<file path="src/rtl/pipe_pkg.sv">
// pipe_pkg: constants and types shared across the pipeline stages
package pipe_pkg;
  localparam logic [31:0] BUBBLE_INST = 32'hff00_0000;
  localparam logic [31:0] PC_STEP = 32'd4;
  typedef enum logic [1:0] {FETCH = 2'd0, KILL = 2'd1, HOLD = 2'd2} fetch_state_t;
endpackage

</file>
<file path="src/rtl/fetch_skid_buf.sv">
// fetch_skid_buf: one-entry buffer holding an instruction word and its pc+4
module fetch_skid_buf (
  input  logic        clk,
  input  logic        rst_n,
  input  logic        load,
  input  logic        clear,
  input  logic [31:0] din,
  input  logic [31:0] dpc4,
  output logic        valid,
  output logic [31:0] inst,
  output logic [31:0] pc4
);
  // clear wins so a redirect always empties the entry
  always_ff @(posedge clk or negedge rst_n) begin
    if (!rst_n) begin
      valid <= 1'b0;
      inst <= '0;
      pc4 <= '0;
    end else if (clear) begin
      valid <= 1'b0;
    end else if (load) begin
      valid <= 1'b1;
      inst <= din;
      pc4 <= dpc4;
    end
  end
endmodule

</file>
<file path="src/rtl/fetch_stage.sv">
// fetch_stage: PC owner and single-outstanding imem requester; FETCH_SKID_EN buffers responses arriving during stall
module fetch_stage
  import pipe_pkg::*;
#(
  parameter logic [31:0] RESET_PC = 32'h0000_0000,
  parameter logic [31:0] BUBBLE = BUBBLE_INST
) (
  input  logic        clk,
  input  logic        rst_n,
  input  logic        stall,
  input  logic        redirect,
  input  logic [31:0] redirect_pc,
  output logic        imem_req,
  output logic [31:0] imem_addr,
  input  logic        imem_rvalid,
  input  logic [31:0] imem_rdata,
  output logic [31:0] inst_out,
  output logic [31:0] pc4_out,
  output logic        inst_valid
);
  fetch_state_t state, state_d;
  logic [31:0] pc, pc_d, fetch_addr, addr_d, inst_d, pc4_d, nxt;
  logic valid_d;
`ifdef FETCH_SKID_EN
  logic load, clear, buf_valid;
  logic [31:0] buf_inst, buf_pc4;
  fetch_skid_buf u_skid (
    .clk(clk), .rst_n(rst_n), .load(load), .clear(clear),
    .din(imem_rdata), .dpc4(nxt),
    .valid(buf_valid), .inst(buf_inst), .pc4(buf_pc4)
  );
`endif
  assign nxt = fetch_addr + PC_STEP;
  assign imem_req = state != HOLD;
  assign imem_addr = fetch_addr;
  // next-state: redirect beats everything, KILL drains the orphaned request, stall freezes outputs
  always_comb begin
    state_d = state;
    pc_d = pc;
    addr_d = fetch_addr;
    inst_d = inst_out;
    pc4_d = pc4_out;
    valid_d = inst_valid;
`ifdef FETCH_SKID_EN
    load = 1'b0;
    clear = 1'b0;
`endif
    if (redirect) begin
      inst_d = BUBBLE;
      valid_d = 1'b0;
      pc_d = redirect_pc;
`ifdef FETCH_SKID_EN
      clear = 1'b1;
`endif
      if (state != HOLD && !imem_rvalid) begin
        state_d = KILL;
      end else begin
        state_d = FETCH;
        addr_d = redirect_pc;
      end
    end else if (state == KILL) begin
      if (imem_rvalid) begin
        state_d = FETCH;
        addr_d = pc;
      end
`ifdef FETCH_SKID_EN
    end else if (state == HOLD) begin
      if (!stall) begin
        inst_d = buf_valid ? buf_inst : BUBBLE;
        pc4_d = buf_pc4;
        valid_d = buf_valid;
        addr_d = nxt;
        pc_d = nxt;
        clear = 1'b1;
        state_d = FETCH;
      end
    end else if (stall) begin
      if (imem_rvalid) begin
        load = 1'b1;
        state_d = HOLD;
      end
`else
    end else if (stall) begin
      state_d = FETCH;
`endif
    end else if (imem_rvalid) begin
      inst_d = imem_rdata;
      pc4_d = nxt;
      valid_d = 1'b1;
      addr_d = nxt;
      pc_d = nxt;
    end else begin
      inst_d = BUBBLE;
      valid_d = 1'b0;
    end
  end
  // state, address and IF/ID output registers
  always_ff @(posedge clk or negedge rst_n) begin
    if (!rst_n) begin
      state <= FETCH;
      pc <= RESET_PC;
      fetch_addr <= RESET_PC;
      inst_out <= BUBBLE;
      pc4_out <= '0;
      inst_valid <= 1'b0;
    end else begin
      state <= state_d;
      pc <= pc_d;
      fetch_addr <= addr_d;
      inst_out <= inst_d;
      pc4_out <= pc4_d;
      inst_valid <= valid_d;
    end
  end
endmodule

</file>
<file path="config.mk">
export PLATFORM = sky130hd
export DESIGN_NAME = fetch_stage
export DESIGN_NICKNAME = d
export VERILOG_FILES = /design/src/rtl/pipe_pkg.sv /design/src/rtl/fetch_skid_buf.sv /design/src/rtl/fetch_stage.sv
export SDC_FILE = /design/constraint.sdc
export NUM_CORES = 1
export LEC_CHECK = 0
export CAP_MARGIN = 30
export CORE_MARGIN = 5
export CORE_UTILIZATION = 44
export CTS_CLUSTER_SIZE = 28
export DETAILED_ROUTE_END_ITERATION = 8
export PLACE_DENSITY = 0.76
export SLEW_MARGIN = 20
export SYNTH_ARGS = -nofsm -noshare
export SYNTH_HDL_FRONTEND = slang
export SYNTH_SLANG_ARGS = --single-unit
</file>
<file path="constraint.sdc">
create_clock -name clk -period 1.8 [get_ports clk]
set_clock_uncertainty 0.05 [all_clocks]
set_input_delay 0.27 -clock clk [delete_from_list [all_inputs] [get_ports clk]]
set_output_delay 0.27 -clock clk [all_outputs]
set_load 0.05 [all_outputs]
</file>
======== After elaboration in Yosys (flattened, before gate mapping) ========
Cells that the tools add are included.
cells by class
  add/subtract/negate cells ............... 1
  equality and inequality tests ........... 7
  mux-type cells .......................... 21
  bitwise logic cells ..................... 3
  reduce and logical (&&, ||, !) cells .... 9
operators by type and width
  kind                   number
  $mux 32                12
  $add 32x3->32 const B  1
  $mux 2                 4
  $ne 2x2->1 const B     3
  $reduce_and 3->1       2
  $mux 1                 5
  $reduce_and 2->1       2
  $reduce_and 4->1       1
  $ne 3x1->1 const B     1
  $ne 3x3->1 const B     1
  $not 1->1              3
  $reduce_bool 3->1      1
  $eq 2x1->1 const B     1
  $ne 2x1->1 const B     1
  $reduce_bool 2->1      1
  $logic_and 1x1->1      1
  $logic_not 1->1        1
storage, ports and cells
  flip-flop bits (word level) ............. 131
  bits of input ports ..................... 69
  output and inout bits ................... 98
  word-level logic and storage cells ...... 47

======== Longest topological paths before layout ========
  word-level depth ........................ 5
  depth in mapped cells ................... 7
  depth with buffers taken out ............ 6

======== Worst setup path before layout ========
Ideal clock, no wire load.
  path type ............................... flip-flop to flip-flop
  start point ............................. reg fetch_addr[2], in the netlist imem_addr[2]
  end point ............................... reg fetch_addr[20], in the netlist imem_addr[20]
  library setup time ...................... 0.126 ns
  arrival ................................. 2.145 ns
  data required time ...................... 1.624 ns
  path slack .............................. -0.521 ns
  cell stages (with the launch flop) ...... 7
  path buffers ............................ 0
  period minus slack after synthesis ...... 2.321 ns
  cell sequence ........................... dfrtp_1 -> ha_1 -> nand2_1 -> nor3_2 -> and3_1 -> o21ai_0 -> a221o_1
on the way
  word-level cells in the longest chain between the ends .. 5
RTL lines
  item                    line                RTL
  start, declared         fetch_stage.sv:22   logic [31:0] pc, pc_d, fetch_addr, addr_d, inst_d, pc4_d, nxt;
  start signal, assigned  fetch_stage.sv:109  fetch_addr <= addr_d;
  $add 32x3->32           fetch_stage.sv:33   assign nxt = fetch_addr + PC_STEP;
  $mux 32                 fetch_stage.sv:86   end else if (imem_rvalid) begin
  $mux 32                 fetch_stage.sv:83   end else if (stall) begin
  $mux 32                 fetch_stage.sv:61   end else if (state == KILL) begin
  $mux 32                 fetch_stage.sv:48   if (redirect) begin
No other way between the ends. The select of a mux whose other input is x is not followed.
A chain may end at the register's enable or synchronous reset.

======== Final worst setup path ========
Ends and elaborated chain as after synthesis.

==> impl_metrics.csv <==
group,metric,value,unit
logic_synthesis,synth_cell_types,59,
placement,place_area,8590,sq um
critical_path,path_buf_inv,0,
route,vias_per_cell,5.80,
sta,whs,186,ps
critical_path,r2r_end,"imem_addr[20]$_DFFE_PN0P_",
route,via_count,6178,
global_route,grt_overflow_total,0,
floorplan,start_util,44.5,%
sta,hold_viol_final,0,
clock_network,worstSkewPairLatency,420,ps
logic_synthesis,yosysWarnings,0,
layout,fin_area,9480,sq um
floorplan,die_y,131,um
logic_synthesis,synth-edff-count,0,
sta,slew_violations,0,
power_and_ir_drop,power_frac_seq,33.3,%
sta,timing.final.crit_share,101,%
hold_path,hold_depth,3,
power_and_ir_drop,p_clk_share,35.3,%
route,ant_nets,0,
power_and_ir_drop,power.density,1190,nW/um^2
logic_synthesis,synthCells,651,
clock_network,cts_buffers,17,
sta,tightest_slew,507,ps
clock_network,clock-sinks,130,
layout,final_layout_size_suffix_gt1_share,32.4,%
logic_synthesis,synthesis.nets,721,
outcome,outcome,"complete, but fails checks",
floorplan,die_area,17100,sq um
clock_network,clk_pin_slew,60,ps
layout,finalNetCount,939,
logic_synthesis,async_flop_share,100,%
power_and_ir_drop,intPower,0.00736,W
layout,seqCellArea,3300,sq um
global_route,antenna_found_initial,0,
critical_path,path_class,"register to register",
sta,setup_ws,-13.5,ps
critical_path,start_kind,"register",
clock_network,cts_tree,"done",
hold_path,hold_class,"input pin to register",
floorplan,io_pins,167,
power_and_ir_drop,p_sw,0.00392,W
layout,n_antenna_cell,0,
power_and_ir_drop,p_leak,4.18,nW
floorplan,std_cell_rows,44,
logic_synthesis,postSynthAreaPerCell,9.86,sq um
global_route,grt_max_degree,40,
critical_path,cp_slowest_stage_delay,460,ps
clock_network,htree_levels,4,
sta,slew_headroom,66.2,%
route,first_pass_iters,6,
critical_path,reg2reg_depth,6,
route,routedWlPerCell,19.4,um
flow_run,drv_cap,0,
hold_path,hp-start,"redirect",
power_and_ir_drop,irDropWorstVdd,0.673,mV
layout,fillers,1140,
global_route,grt_usage,24.1,%
critical_path,cp_top_family,"simple AND/OR/NAND/NOR gates",
global_route,grt_pass1_wl,32.3,mm
layout,area_growth,47.6,%
logic_synthesis,ys_ff_latch,130,
sta,post-route-min-period,1810,ps
critical_path,crit_slowest_cell,"dfrtp_4",
critical_path,endpoint_kind,"register",
critical_path,crit_chain,"ha_4 > nand2_8 > nor3_4 > and3_4 > o21ai_2 > a221o_1",
global_route,grt_pass1_vias,6347,
hold_path,min_delay_worst_endpoint,"state[0]$_DFFE_PN0P_",
clock_network,cts-root-buf,"clkbuf_16",
clock_network,clockBufferDepth,2,
floorplan,die_w,131,um
placement,place_congestion,0.897,
outcome,violations,"setup timing",
logic_synthesis,ys.flop_type,"dfrtp_1",
route,wirelength,20.7,mm
critical_path,r2r_setup_slack,-10,ps
logic_synthesis,syn_area,6420,sq um
sta,grt_setup_unrepaired,"true",
logic_synthesis,yosysSeqAreaShare,50.8,%
layout,multi_input_area,3100,sq um
placement,port_buffers,165,
critical_path,cp_max_fo,5,
critical_path,cp.required,2050,ps
sta,setup_viol,2,
floorplan,core,14400,sq um
critical_path,cp.arrival,2060,ps
sta,clock.fmax,0.551,GHz
power_and_ir_drop,swShare,34.7,%
power_and_ir_drop,pwr-share-comb,31.3,%
route,dr.first_iter.drc_count,582,
placement,dp_hpwl,14.8,mm
route,drcViolationCount,0,
critical_path,reg2reg_from,"imem_addr[2]$_DFFE_PN0P_",
[worst reg2reg max path, cell delays in order, from the launching register on]
cell and delay, ps:
dfrtp_4 460, ha_4 190, nand2_8 80, nor3_4 270, and3_4 260, o21ai_2 60, a221o_1 330
[synth_stat cells, drive strengths merged, types with 3 or more instances]
library cell,number,area [sq um]
xor2,6,52.6
nor2b,3,18.8
nor3,12,75.1
a21oi,67,335
buf,24,130
o211ai,3,22.5
nand2,60,233
nand4,13,87.6
inv,9,33.8
or3,4,30.0
and3,7,45.1
o21a,3,22.5
o2bb2ai,5,43.8
and4,4,35.0
a222oi,5,50.1
o22ai,25,156
nand3,14,92.6
dfrtp,122,3050
nand2b,7,43.8
clkbuf,25,93.8
and2,4,25.0
dfstp,8,210
xnor2,20,175
mux2i,12,120
a221o,4,40.0
a22oi,7,52.6
o22a,8,70.1
a22o,34,298
nor4,11,171
o21ai,43,215
nor2,64,240
[sequential cells by signal, indices dropped and copies added (netlist names)]
signal and cells:
inst_out 32, inst_valid 1, pc 32, state 1
pc4_out 32, imem_addr 32
[timing repair]
item | 4_1_cts | 5_1_grt
hold buffers | 1 | 0
resized for setup | 2 | 26
setup buffers | 0 | 7
hold endpoints to repair | 31 | 0
pin swaps | 1 | 21
setup endpoints to repair | 5 | 34
[cells by family (layout without fill, tap and decap cells)]
group | after synthesis | in the layout | synth area share (%)
simple gates | 208 | 208 | 17.6
flops | 130 | 130 | 50.8
fa+ha+maj | 1 | 1 | 0.195
mux | 13 | 13 | 2.05
other cells | 1 | 1 | 0.0584
buf+inv | 58 | 289 | 4.02
compound gates | 214 | 214 | 21.7
xor+xnor | 26 | 26 | 3.55
[power by group through the flow]
stage | registers [W] | clock network, W | logic, W
after CTS | 0.00375 | 0.00403 | 0.00346
final | 0.00376 | 0.00398 | 0.00354
after global routing | 0.00382 | 0.00417 | 0.00374
after floorplan | 0.00490 | 0 | 0.00102
after global placement | 0.00377 | 0 | 0.00337
after detailed placement | 0.00379 | 0 | 0.00343
[worst max-delay path by stage]
stage | start | end | cells after the start
detailed placement | stall | pc4_out[25]$_DFFE_PN0P_ | 6
finish | imem_addr[2]$_DFFE_PN0P_ | imem_addr[20]$_DFFE_PN0P_ | 6
global placement | stall | pc[31]$_DFFE_PN0P_ | 6
global route | imem_addr[3]$_DFFE_PN0P_ | imem_addr[26]$_DFFE_PN0P_ | 6
floorplan | imem_addr[4]$_DFFE_PN0P_ | imem_addr[28]$_DFFE_PN0P_ | 6
CTS | imem_addr[3]$_DFFE_PN0P_ | imem_addr[20]$_DFFE_PN0P_ | 6
[layout make-up]
type | count | share of cell area, %
multi-input cells | 463 | 32.7
repair buffers | 248 | 22.6
well taps | 184 | 2.43
flip-flops and latches | 130 | 34.8
clock buffers | 21 | 4.65
clock inverters | 11 | 2.47
inverters | 9 | 0.356
[stage by stage]
stage               TNS [ps]  power, W  util (%)  setup WS [ps]  std cells
floorplan               -299   0.00592         -          -71.5        651
global placement       -1070   0.00714      59.6          -53.7       1026
detailed placement     -2910   0.00723      59.6          -99.9       1026
CTS                    -14.9    0.0112      64.4          -14.9       1059
global route            -311    0.0117      65.7          -75.5       1066
finish                 -22.2    0.0113      65.7          -13.5       1066
[cells in the final DEF, fill, tap and decap left out, types with 4 or more instances in the layout]
master / count
a22oi_1: 7
nor4_4: 8
o22ai_1: 25
nand4_1: 12
a221o_1: 4
xor2_1: 4
buf_12: 8
o21ai_1: 4
nand2_1: 55
o21ai_0: 37
o2bb2ai_1: 5
a21oi_1: 66
clkbuf_16: 17
buf_4: 169
dfstp_2: 8
xnor2_1: 17
nor3_1: 8
clkbuf_1: 4
dfrtp_2: 23
o22a_1: 8
a222oi_1: 5
a22o_1: 34
mux2i_1: 11
inv_1: 8
nand3_1: 9
and2_1: 4
nor2_1: 63
and3_4: 4
bufinv_16: 7
nand2b_1: 7
dfrtp_1: 97
clkdlybuf4s50_1: 66
[layer usage]
layer / global-route usage (%) / vias up / wire, um
li1: - / 2818 / -
met1: 30.7 / 2998 / 8050
met2: 39.4 / 307 / 10300
met3: 6.42 / 55 / 1780
met4: 9.01 / 0 / 580
met5: 0 / - / 0
Note: power is estimated with default switching activity, not from simulation.
